==> src/rtl/player_motion_if.sv <==
// Bundle of the player-motion signals shared between the car-state block and
// whatever drives it (keyboard/collision sources) and consumes it (sprite plotter,
// road scroller).
//   frame_clk  : vsync-derived frame clock, asynchronous to the system clock
//   keycode    : USB HID keycode, 0x00 = no key
//   collision  : player pixel overlaps an obstacle pixel (level, clk domain)
//   PlayerX/Y  : sprite top-left position
//   speed      : forward speed, 0..15
//   crashed    : high while the car is frozen or being steered back
interface player_motion_if;
  logic       frame_clk;
  logic [7:0] keycode;
  logic       collision;
  logic [9:0] PlayerX;
  logic [9:0] PlayerY;
  logic [3:0] speed;
  logic       crashed;

  // Stimulus side: drives frame clock, keys and collision, observes the car state.
  modport master (
    output frame_clk, keycode, collision,
    input  PlayerX, PlayerY, speed, crashed
  );

  // Car-state block side.
  modport slave (
    input  frame_clk, keycode, collision,
    output PlayerX, PlayerY, speed, crashed
  );
endinterface

==> src/rtl/player_motion.sv <==
// Per-frame player car state. Converts keycodes into the sprite position and a
// forward speed, once per frame tick. A collision freezes the car for a fixed
// number of frames, after which it is steered back to the start lane before
// keyboard control resumes.
// Ports:
//   clk     : system clock
//   Reset   : asynchronous, active-high reset
//   mot_io  : player_motion_if.slave (frame_clk, keycode, collision in;
//             PlayerX, PlayerY, speed, crashed out, all registered)
module player_motion #(
  parameter logic [9:0] XMin        = 10'd160,
  parameter logic [9:0] XMax        = 10'd480,
  parameter logic [9:0] CarW        = 10'd47,
  parameter logic [9:0] XStart      = 10'd296,
  parameter logic [9:0] YStart      = 10'd400,
  parameter logic [9:0] Step        = 10'd2,
  parameter logic [3:0] MaxSpeed    = 4'd15,
  parameter logic [5:0] CrashFrames = 6'd60
) (
  input logic             clk,
  input logic             Reset,
  player_motion_if.slave  mot_io
);

  localparam logic [7:0] KeyA = 8'h04;
  localparam logic [7:0] KeyD = 8'h07;
  localparam logic [7:0] KeyW = 8'h1A;
  localparam logic [7:0] KeyS = 8'h16;

  // Bounds widened to 11 bits so the step arithmetic can never wrap.
  localparam logic [10:0] XLeftLim  = {1'b0, XMin} + {1'b0, Step};
  localparam logic [10:0] XRightMax = {1'b0, XMax} - {1'b0, CarW};

  typedef enum logic [1:0] {StDrive, StCrash, StRecover} state_e;

  state_e      state_q, state_d;
  logic [9:0]  x_q, x_d;
  logic [9:0]  y_q, y_d;
  logic [3:0]  speed_q, speed_d;
  logic        crashed_q, crashed_d;
  logic [5:0]  crash_cnt_q, crash_cnt_d;
  logic [1:0]  decay_q, decay_d;

  // frame_clk synchroniser and rising-edge detector.
  logic fclk_meta_q, fclk_sync_q, fclk_prev_q;
  logic tick;

  always_ff @(posedge clk or posedge Reset) begin
    if (Reset) begin
      fclk_meta_q <= 1'b0;
      fclk_sync_q <= 1'b0;
      fclk_prev_q <= 1'b0;
    end else begin
      fclk_meta_q <= mot_io.frame_clk;
      fclk_sync_q <= fclk_meta_q;
      fclk_prev_q <= fclk_sync_q;
    end
  end

  assign tick = fclk_sync_q & ~fclk_prev_q;

  // Candidate lateral moves, clamped to the road edges.
  logic [10:0] x_ext;
  logic [9:0]  x_left, x_right;

  always_comb begin
    x_ext   = {1'b0, x_q};
    x_left  = (x_ext >= XLeftLim) ? (x_q - Step) : XMin;
    x_right = ((x_ext + {1'b0, Step}) >= XRightMax) ? XRightMax[9:0] : (x_q + Step);
  end

  always_comb begin
    state_d     = state_q;
    x_d         = x_q;
    y_d         = y_q;
    speed_d     = speed_q;
    crashed_d   = crashed_q;
    crash_cnt_d = crash_cnt_q;
    decay_d     = decay_q;

    unique case (state_q)
      StDrive: begin
        // Collision is checked on every clk edge and overrides a coincident tick.
        if (mot_io.collision) begin
          state_d     = StCrash;
          speed_d     = 4'd0;
          y_d         = YStart;
          crashed_d   = 1'b1;
          crash_cnt_d = CrashFrames;
        end else if (tick) begin
          case (mot_io.keycode)
            KeyA: x_d = x_left;
            KeyD: x_d = x_right;
            KeyW: begin
              speed_d = (speed_q >= MaxSpeed) ? MaxSpeed : (speed_q + 4'd1);
              decay_d = 2'd0;
            end
            KeyS: begin
              speed_d = (speed_q == 4'd0) ? 4'd0 : (speed_q - 4'd1);
              decay_d = 2'd0;
            end
            default: begin
              // Coasting: lose one unit of speed every fourth frame.
              decay_d = decay_q + 2'd1;
              if ((decay_q == 2'd3) && (speed_q != 4'd0)) begin
                speed_d = speed_q - 4'd1;
              end
            end
          endcase
          y_d = YStart - {5'd0, speed_d, 1'b0};
        end
      end

      StCrash: begin
        if (tick) begin
          crash_cnt_d = crash_cnt_q - 6'd1;
          if (crash_cnt_q == 6'd1) begin
            state_d = StRecover;
          end
        end
      end

      StRecover: begin
        if (tick) begin
          if (x_q >= XStart) begin
            if ((x_q - XStart) <= Step) begin
              x_d       = XStart;
              state_d   = StDrive;
              crashed_d = 1'b0;
            end else begin
              x_d = x_q - Step;
            end
          end else begin
            if ((XStart - x_q) <= Step) begin
              x_d       = XStart;
              state_d   = StDrive;
              crashed_d = 1'b0;
            end else begin
              x_d = x_q + Step;
            end
          end
        end
      end

      default: state_d = StDrive;
    endcase
  end

  always_ff @(posedge clk or posedge Reset) begin
    if (Reset) begin
      state_q     <= StDrive;
      x_q         <= XStart;
      y_q         <= YStart;
      speed_q     <= 4'd0;
      crashed_q   <= 1'b0;
      crash_cnt_q <= 6'd0;
      decay_q     <= 2'd0;
    end else begin
      state_q     <= state_d;
      x_q         <= x_d;
      y_q         <= y_d;
      speed_q     <= speed_d;
      crashed_q   <= crashed_d;
      crash_cnt_q <= crash_cnt_d;
      decay_q     <= decay_d;
    end
  end

  assign mot_io.PlayerX = x_q;
  assign mot_io.PlayerY = y_q;
  assign mot_io.speed   = speed_q;
  assign mot_io.crashed = crashed_q;

endmodule
==> src/flat_wrapper.sv <==
// flat-port wrapper written by rule: the top's interface ports become plain ports
module player_motion_flat 
#(
  parameter logic [9:0] XMin        = 10'd160,
  parameter logic [9:0] XMax        = 10'd480,
  parameter logic [9:0] CarW        = 10'd47,
  parameter logic [9:0] XStart      = 10'd296,
  parameter logic [9:0] YStart      = 10'd400,
  parameter logic [9:0] Step        = 10'd2,
  parameter logic [3:0] MaxSpeed    = 4'd15,
  parameter logic [5:0] CrashFrames = 6'd60
)
  (clk, Reset, mot_io_frame_clk, mot_io_keycode, mot_io_collision, mot_io_PlayerX, mot_io_PlayerY, mot_io_speed, mot_io_crashed);
  player_motion_if mot_io_i ();
  input logic clk;
  input logic Reset;
  input wire logic [$bits(mot_io_i.frame_clk)-1:0] mot_io_frame_clk;
  input wire logic [$bits(mot_io_i.keycode)-1:0] mot_io_keycode;
  input wire logic [$bits(mot_io_i.collision)-1:0] mot_io_collision;
  output wire logic [$bits(mot_io_i.PlayerX)-1:0] mot_io_PlayerX;
  output wire logic [$bits(mot_io_i.PlayerY)-1:0] mot_io_PlayerY;
  output wire logic [$bits(mot_io_i.speed)-1:0] mot_io_speed;
  output wire logic [$bits(mot_io_i.crashed)-1:0] mot_io_crashed;
  assign mot_io_i.frame_clk = mot_io_frame_clk;
  assign mot_io_i.keycode = mot_io_keycode;
  assign mot_io_i.collision = mot_io_collision;
  assign mot_io_PlayerX = mot_io_i.PlayerX;
  assign mot_io_PlayerY = mot_io_i.PlayerY;
  assign mot_io_speed = mot_io_i.speed;
  assign mot_io_crashed = mot_io_i.crashed;
  player_motion #(.XMin(XMin), .XMax(XMax), .CarW(CarW), .XStart(XStart), .YStart(YStart), .Step(Step), .MaxSpeed(MaxSpeed), .CrashFrames(CrashFrames)) u_core (.clk(clk), .Reset(Reset), .mot_io(mot_io_i));
endmodule
==> config.mk <==
export PLATFORM = sky130hd
export DESIGN_NAME = player_motion_flat
export DESIGN_NICKNAME = d
export VERILOG_FILES = /design/src/rtl/player_motion_if.sv /design/src/rtl/player_motion.sv /design/src/flat_wrapper.sv
export SDC_FILE = /design/constraint.sdc
export NUM_CORES = 1
export LEC_CHECK = 0
export ABC_AREA = 0
export BUFFER_PORTS_ARGS = -buffer_cell sky130_fd_sc_hd__buf_2
export CORE_MARGIN = 5
export CORE_UTILIZATION = 52
export CTS_BUF_LIST = sky130_fd_sc_hd__clkbuf_4 sky130_fd_sc_hd__clkbuf_8 sky130_fd_sc_hd__clkbuf_16
export DETAILED_ROUTE_END_ITERATION = 8
export PLACE_DENSITY_LB_ADDON = 0.25
export SLEW_MARGIN = 5
export SYNTH_ARGS = -nofsm -noshare
export SYNTH_HDL_FRONTEND = slang
export SYNTH_SLANG_ARGS = --single-unit
==> constraint.sdc <==
create_clock -name clk -period 7.7 [get_ports clk]
set_input_delay 0.77 -clock clk [delete_from_list [all_inputs] [get_ports clk]]
set_output_delay 0.77 -clock clk [all_outputs]
set_load 0.02 [all_outputs]
==> key figures, run 1 <==
Synth
  – Top_reg_cell synth: dfrtp_1
  – Mean area per synthesized cell: 8.73 µm²
  – Synth unique cells: 80
  – Post-synth EDFFs: 0
  – Seq cells post-synth: 34
  – Sequential-to-total area share from yosys stat: 28.6%
  – Mapped Area: 2990 µm²
  – Syn Inst Count: 343
  – Ys async rst share: 100%
  – Ys Warns: 0

Placement
  – GPL Wtd Cong: 0.921
  – Place WS: 4.45 ns
  – Port Buffers: 33
  – Final HPWL from detailed placement: 5250 µm
  – Dpl cell area: 3140 µm²

STA
  – Max-slew violations: 0
  – Final WS setup: 4.66 ns
  – RSZ-0062 raised after global routing: no
  – Final hold vios: 0
  – Skew final: 0.00721 ns
  – Fmax: 0.328 GHz
  – Sum Neg Setup Slack: 0 ns
  – Min Tclk post-route: 3.04 ns
  – Final period util: 39.5%
  – Setup violators final: 0
  – Worst Tran Pin Value: 0.724 ns
  – Max_slew headroom: 51.5%

Die
  – Die W: 85.9 µm
  – Die ar.: 7380 µm²
  – Rows: 27
  – Die height: 85.9 µm
  – Starting Density: 54.0%
  – Core area: 5540 µm²
  – Io pins: 37

CTS
  – CTS root buf: clkbuf_8
  – # Post-CTS Setup Buffers: 0
  – CTS max path bufs: 2
  – CTS Hold Bufs: 0
  – Worst-Skew Late Latency: 0.29 ns
  – CTS tree: built
  – Clock net sink count: 34
  – Worst-path clk slew: 0.07 ns
  – # H-tree levels: 2
  – Cts repair resizes: 0
  – Num CTS Buffers: 5

Worst setup path
  – Worst setup SP type: flop
  – Crit path cell chain: inv_1, ha_1, nor4bb_1, a31o_1, a32oi_2, a21boi_2, or4_1, o211a_1
  – Crit path max fanout: 22
  – Worst EP required: 7.92 ns
  – Worst path slowest cell: dfstp_2
  – Critical Path Max Stage Delay: 0.81 ns
  – Buf/Inv on CP: 1
  – WP data arrival: 3.26 ns
  – Crit end category: flop
  – Critical path type: flop to flop
  – Cell family with most CP delay: compound AO/OA/AOI/OAI gates

Power and ir drop
  – Maximum VDD drop: 0.170 mV
  – Pwr Density: 147 nW/µm²
  – P_leak: 1.42 nW

Route
  – DR pass1 iterations: 5
  – Vias: 2688
  – Initial drt markers: 193
  – ANT nets after route: 0
  – Routed Wire Length: 7260 µm
  – Routed vias/inst: 6.17
  – Wire per inst: 16.7 µm
  – Drt drc: 0

Global route
  – Number of global-route vias before repair: 2610
  – GRT Residual Overflow: 0
  – Initial antenna violation count: 0
  – GR Util All Layers: 20.4%
  – First-pass GRT wire length: 12300 µm
  – Largest net degree at the start of global routing: 35

Min path
  – Worst hold path type: flop to flop

Finish
  – Ratio of cells with drive above 1 in the final layout: 19.8%
  – Post-route cell area: 3260 µm²
  – Fin nets: 394
  – Area delta synth->final: 8.90%
  – Antenna Cells: 0

Run
  – Max Cap Viol: 0

Outcome
  – Status: complete, no violations
## routing by layer
layer	routed length [µm]	track usage [%]
met1	3170	27.0
met2	3550	33.4
met3	388	3.75
met4	154	6.76
met5	0	0
## synthesized netlist by cell type (3+ instances only)
cell | number | share of area, %
a21oi_1 | 8 | 1.3
nand2b_1 | 7 | 1.5
nor3b_1 | 3 | 0.75
dfrtp_1 | 29 | 24
clkbuf_1 | 3 | 0.38
nand3b_1 | 3 | 0.75
buf_4 | 5 | 1.3
o211ai_1 | 3 | 0.75
nand3_1 | 7 | 1.2
a211oi_1 | 3 | 0.75
inv_1 | 22 | 2.8
nor2_1 | 12 | 1.5
o21ai_0 | 14 | 2.3
xor2_1 | 5 | 1.5
or4_1 | 3 | 0.75
o211a_1 | 3 | 1.0
xnor2_1 | 14 | 4.1
nand2_1 | 35 | 4.4
dfstp_2 | 5 | 4.4
or3_1 | 3 | 0.63
ha_1 | 19 | 7.9
nor2b_1 | 9 | 1.9
nand4_1 | 6 | 1.3
nor4_1 | 7 | 1.5
a31oi_1 | 6 | 1.3
and3_1 | 5 | 1.0
o2111ai_1 | 4 | 1.2
o21ai_1 | 9 | 1.5
a211o_1 | 3 | 0.88
buf_2 | 13 | 2.2
nor3_1 | 11 | 1.8
a221o_1 | 3 | 1.0
## where the power goes
| part | internal (mW) | switching [mW] | total [mW] |
|---|---|---|---|
| clock network | 0.109 | 0.0658 | 0.175 |
| logic | 0.0324 | 0.0435 | 0.0759 |
| registers | 0.204 | 0.0229 | 0.227 |
## through the flow
| stage | util, % | cells | total power, mW | hold slack, ns |
|---|---|---|---|---|
| CTS | 58.8 | 436 | 0.483 | 0.354 |
| global route | 58.9 | 436 | 0.508 | 0.367 |
| finish | 58.9 | 436 | 0.478 | 0.352 |
| global placement | 56.6 | 428 | 0.303 | 0.332 |
| floorplan | - | 344 | 0.283 | 0.331 |
| detailed placement | 56.6 | 428 | 0.306 | 0.337 |
## path summary, 6_finish.rpt
check	slack [ns]	end	cells after the start	start
min	0.35	u_core.fclk_sync_q	0	u_core.fclk_meta_q
max in group asynchronous	6.79	u_core.mot_io.PlayerX[3]	3	Reset
max	4.66	u_core.mot_io.PlayerX[5]	8	u_core.mot_io.PlayerX[3]
min reg2reg	0.35	u_core.fclk_sync_q	0	u_core.fclk_meta_q
min in group asynchronous	0.57	u_core.fclk_meta_q	3	Reset
max reg2reg	4.66	u_core.mot_io.PlayerX[5]	8	u_core.mot_io.PlayerX[3]
## registers in the layout (all words and copies together), names as in the netlist
register / flops
u_core.state_q: 2
u_core.fclk_sync_q: 1
u_core.crash_cnt_q: 6
u_core.decay_q: 2
u_core.mot_io.speed: 4
u_core.fclk_meta_q: 1
u_core.mot_io.PlayerY: 6
u_core.fclk_prev_q: 1
u_core.mot_io.crashed: 1
u_core.mot_io.PlayerX: 10
## layout by cell type, fill, tap and decap left out, types with 4 or more instances in the layout
| cell | netlist | final |
|---|---|---|
| nand2_1 | 35 | 35 |
| buf_2 | 13 | 33 |
| dfrtp_1 | 29 | 29 |
| inv_1 | 22 | 22 |
| ha_1 | 19 | 19 |
| xnor2_1 | 14 | 14 |
| o21ai_0 | 14 | 14 |
| nor2_1 | 12 | 12 |
| nor3_1 | 11 | 10 |
| o21ai_1 | 9 | 9 |
| nor2b_1 | 9 | 9 |
| a21oi_1 | 8 | 8 |
| nor4_1 | 7 | 7 |
| nand3_1 | 7 | 7 |
| nand2b_1 | 7 | 7 |
| nand4_1 | 6 | 6 |
| a31oi_1 | 6 | 6 |
| clkbuf_8 | 0 | 6 |
| xor2_1 | 5 | 5 |
| and3_1 | 5 | 5 |
| dfstp_2 | 5 | 5 |
| o2111ai_1 | 4 | 4 |
## worst reg2reg max path, cell delays in order, from the launching register on
cell,delay (ns)
dfstp_2,0.81
inv_1,0.16
ha_1,0.32
nor4bb_1,0.13
a31o_1,0.23
a32oi_2,0.46
a21boi_2,0.18
or4_1,0.54
o211a_1,0.15
## final cells by class
cell class                 instances  area, µm²
clock buffer                       7       90.1
clock inverter                     1       30.0
fill                             496       2280
inverter                          22       82.6
multi-input combinational        266       1940
sequential                        34        857
tap                               72       90.1
timing repair buffer              34        173
## cell families after synthesis
group                      after synthesis  share of synthesized area, %
DFF                                     34                          28.6
and+or+nand+nor                        131                          25.4
buffers and inverters                   44                          6.94
AOI/OAI and AO/OA                       92                          24.7
other                                    2                         0.251
xor gates and xnor gates                19                          5.56
adders and majority gates               19                          7.94
muxes                                    2                         0.669
Note: power is estimated with default switching activity, not from simulation.
==> inputs of run 2 (changes only) <==
==> constraint.sdc (replaced) <==
create_clock -name clk -period 2.99 [get_ports clk]
set_input_delay 0.299 -clock clk [delete_from_list [all_inputs] [get_ports clk]]
set_output_delay 0.299 -clock clk [all_outputs]
set_load 0.02 [all_outputs]
==> run 2 against run 1 <==
Against the previous run: power rose by 140%; sequential power rose to 2.6 times the previous value; critical path depth did not move; clock skew fell by 0.00090 ns; utilization rose by 0.27 points; routed wire length fell by 3.0%; via count rose by 1.5%; clock-buffer cell count did not move; final cell count rose by 1.4%; largest power group unchanged.
==> key figures, run 2 (synthesized netlist as in run 1, its figures left out) <==
Outcome
  – Status: complete, no violations

Global route
  – GRT Residual Overflow: 0
  – Number of global-route vias before repair: 2618
  – Initial antenna violation count: 0
  – GR Util All Layers: 20.1%
  – Largest net degree at the start of global routing: 21
  – First-pass GRT wire length: 12300 µm

Finish
  – Multi-input gate area: 1930 µm²
  – Post-route cell area: 3280 µm²
  – Layout Cells excl Fill: 442
  – FILL cells: 529
  – Commonest cells after routing, fill and taps aside: nand2_1 (35), buf_2 (33), dfrtp_1 (29)
  – Area delta synth->final: 9.40%
  – Fin nets: 400
  – Antenna Cells: 0
  – Number of flip-flops in the largest register: 10
  – Ratio of cells with drive above 1 in the final layout: 20.8%
  – Storage cell area: 857 µm²
  – Leading cell type in the layout, fill and taps excluded: nand2_1

Worst setup path
  – Crit path max fanout: 17
  – WP data arrival: 2.96 ns
  – Worst setup SP type: flop
  – Reg-to-Reg End: u_core.mot_io.PlayerX[5]
  – R2R Setup Slk: 0.25 ns
  – Worst EP required: 3.21 ns
  – Crit end category: flop
  – Critical path type: flop to flop
  – FF-to-FF path depth: 8
  – Reg-to-Reg Start: u_core.mot_io.PlayerX[3]

Die
  – Io pins: 37
  – Die height: 85.9 µm
  – Rows: 27
  – Core area: 5540 µm²
  – Die ar.: 7380 µm²
  – Starting Density: 54.0%
  – Die W: 85.9 µm

Route
  – DR pass1 iterations: 4
  – Drt drc: 0
  – Routed Wire Length: 7050 µm
  – Routed vias/inst: 6.17
  – Vias: 2727
  – ANT nets after route: 0
  – Initial drt markers: 241
  – Wire per inst: 15.9 µm

Power and ir drop
  – Pwr Density: 347 nW/µm²
  – Int Pwr: 806 µW
  – Sw Ratio: 29.1%
  – Sw Pwr: 331 µW
  – P_leak: 1.44 nW
  – Share of power burned in registers: 51.3%
  – Gate power share: 17.3%
  – Clk pwr share: 31.4%
  – Maximum VDD drop: 0.353 mV

Placement
  – Dpl cell area: 3180 µm²
  – GPL Wtd Cong: 0.932
  – Dpl cells: 434
  – Final HPWL from detailed placement: 5370 µm
  – Place WS: 0.274 ns
  – Port Buffers: 33

STA
  – Fin Hold WS: 0.102 ns
  – Skew final: 0.00632 ns
  – Min Tclk post-route: 2.74 ns
  – Sum Neg Setup Slack: 0 ns
  – Setup violators final: 0
  – Max-slew violations: 0
  – Max_slew headroom: 52.4%
  – Final WS setup: 0.249 ns
  – Worst Tran Pin Value: 0.709 ns
  – Final period util: 91.7%
  – Final hold vios: 0
  – Fmax: 0.365 GHz
  – RSZ-0062 raised after global routing: no

CTS
  – Clock net sink count: 34
  – Worst-Skew Late Latency: 0.28 ns
  – CTS tree: built
  – # Post-CTS Setup Buffers: 0
  – Num CTS Buffers: 5
  – CTS root buf: clkbuf_8
  – Cts repair resizes: 0
  – CTS Hold Bufs: 0
  – Worst-path clk slew: 0.07 ns
  – CTS max path bufs: 2
  – # H-tree levels: 2

Min path
  – Worst hold path type: input pin to async pin

Run
  – Max Cap Viol: 0
[run 2: cell count changes in the layout (fill, tap and decap cells not counted)]
cell,delta
nor3_2,-1
bufinv_16,-1
buf_4,+6
clkinv_2,+1
nor3_1,+1
[run 2: metal layers]
layer	share of wire (%)	global-route usage, %	vias up	wire [µm]
met2	47	32.4	82	3340
met3	5.7	2.79	14	401
met4	1.8	6.47	0	124
met1	45	27.8	1319	3180
li1	-	-	1312	-
met5	0	0	-	0
[run 2: worst max-delay path by stage]
| stage | start | endpoint | slack (ns) | cells after the start |
|---|---|---|---|---|
| floorplan | u_core.mot_io.PlayerX[3] | u_core.mot_io.PlayerX[5] | 0.17 | 10 |
| global placement | u_core.mot_io.PlayerX[3] | u_core.mot_io.PlayerX[7] | 0.35 | 9 |
| detailed placement | u_core.mot_io.PlayerX[3] | u_core.mot_io.PlayerX[5] | 0.27 | 8 |
| CTS | u_core.mot_io.PlayerX[3] | u_core.mot_io.PlayerX[5] | 0.25 | 8 |
| global route | u_core.mot_io.PlayerX[3] | u_core.mot_io.PlayerX[5] | 0.07 | 8 |
| finish | u_core.mot_io.PlayerX[3] | u_core.mot_io.PlayerX[5] | 0.25 | 8 |
[run 2: cell type report]
type | instances | share of cell area (%)
repair buffers | 40 | 6.65
inverters | 22 | 2.52
clock inverters | 1 | 0.153
well taps | 72 | 2.75
flip-flops and latches | 34 | 26.2
clock buffers | 7 | 2.75
multi-input cells | 266 | 59.0
[run 2: power groups by stage]
stage	Clock (mW)	Sequential, mW	Combinational [mW]
4_1_cts	0.367	0.584	0.200
3_3_place_gp	0	0.592	0.192
2_1_floorplan	0	0.596	0.132
3_5_place_dp	0	0.592	0.196
5_1_grt	0.388	0.595	0.227
6_report	0.357	0.584	0.196
[run 2: critical path, stage by stage, from the launching register on]
cell	delay, ns
dfstp_2	0.71
inv_1	0.13
ha_1	0.30
nor4bb_1	0.12
a31o_1	0.21
a32oi_2	0.40
a21boi_2	0.15
or4_1	0.52
o211a_1	0.14
[run 2: stage by stage]
step                utilization, %  power, mW
global placement              57.4      0.784
CTS                           59.1       1.15
floorplan                        -      0.728
global route                  59.1       1.21
finish                        59.1       1.14
detailed placement            57.4      0.788
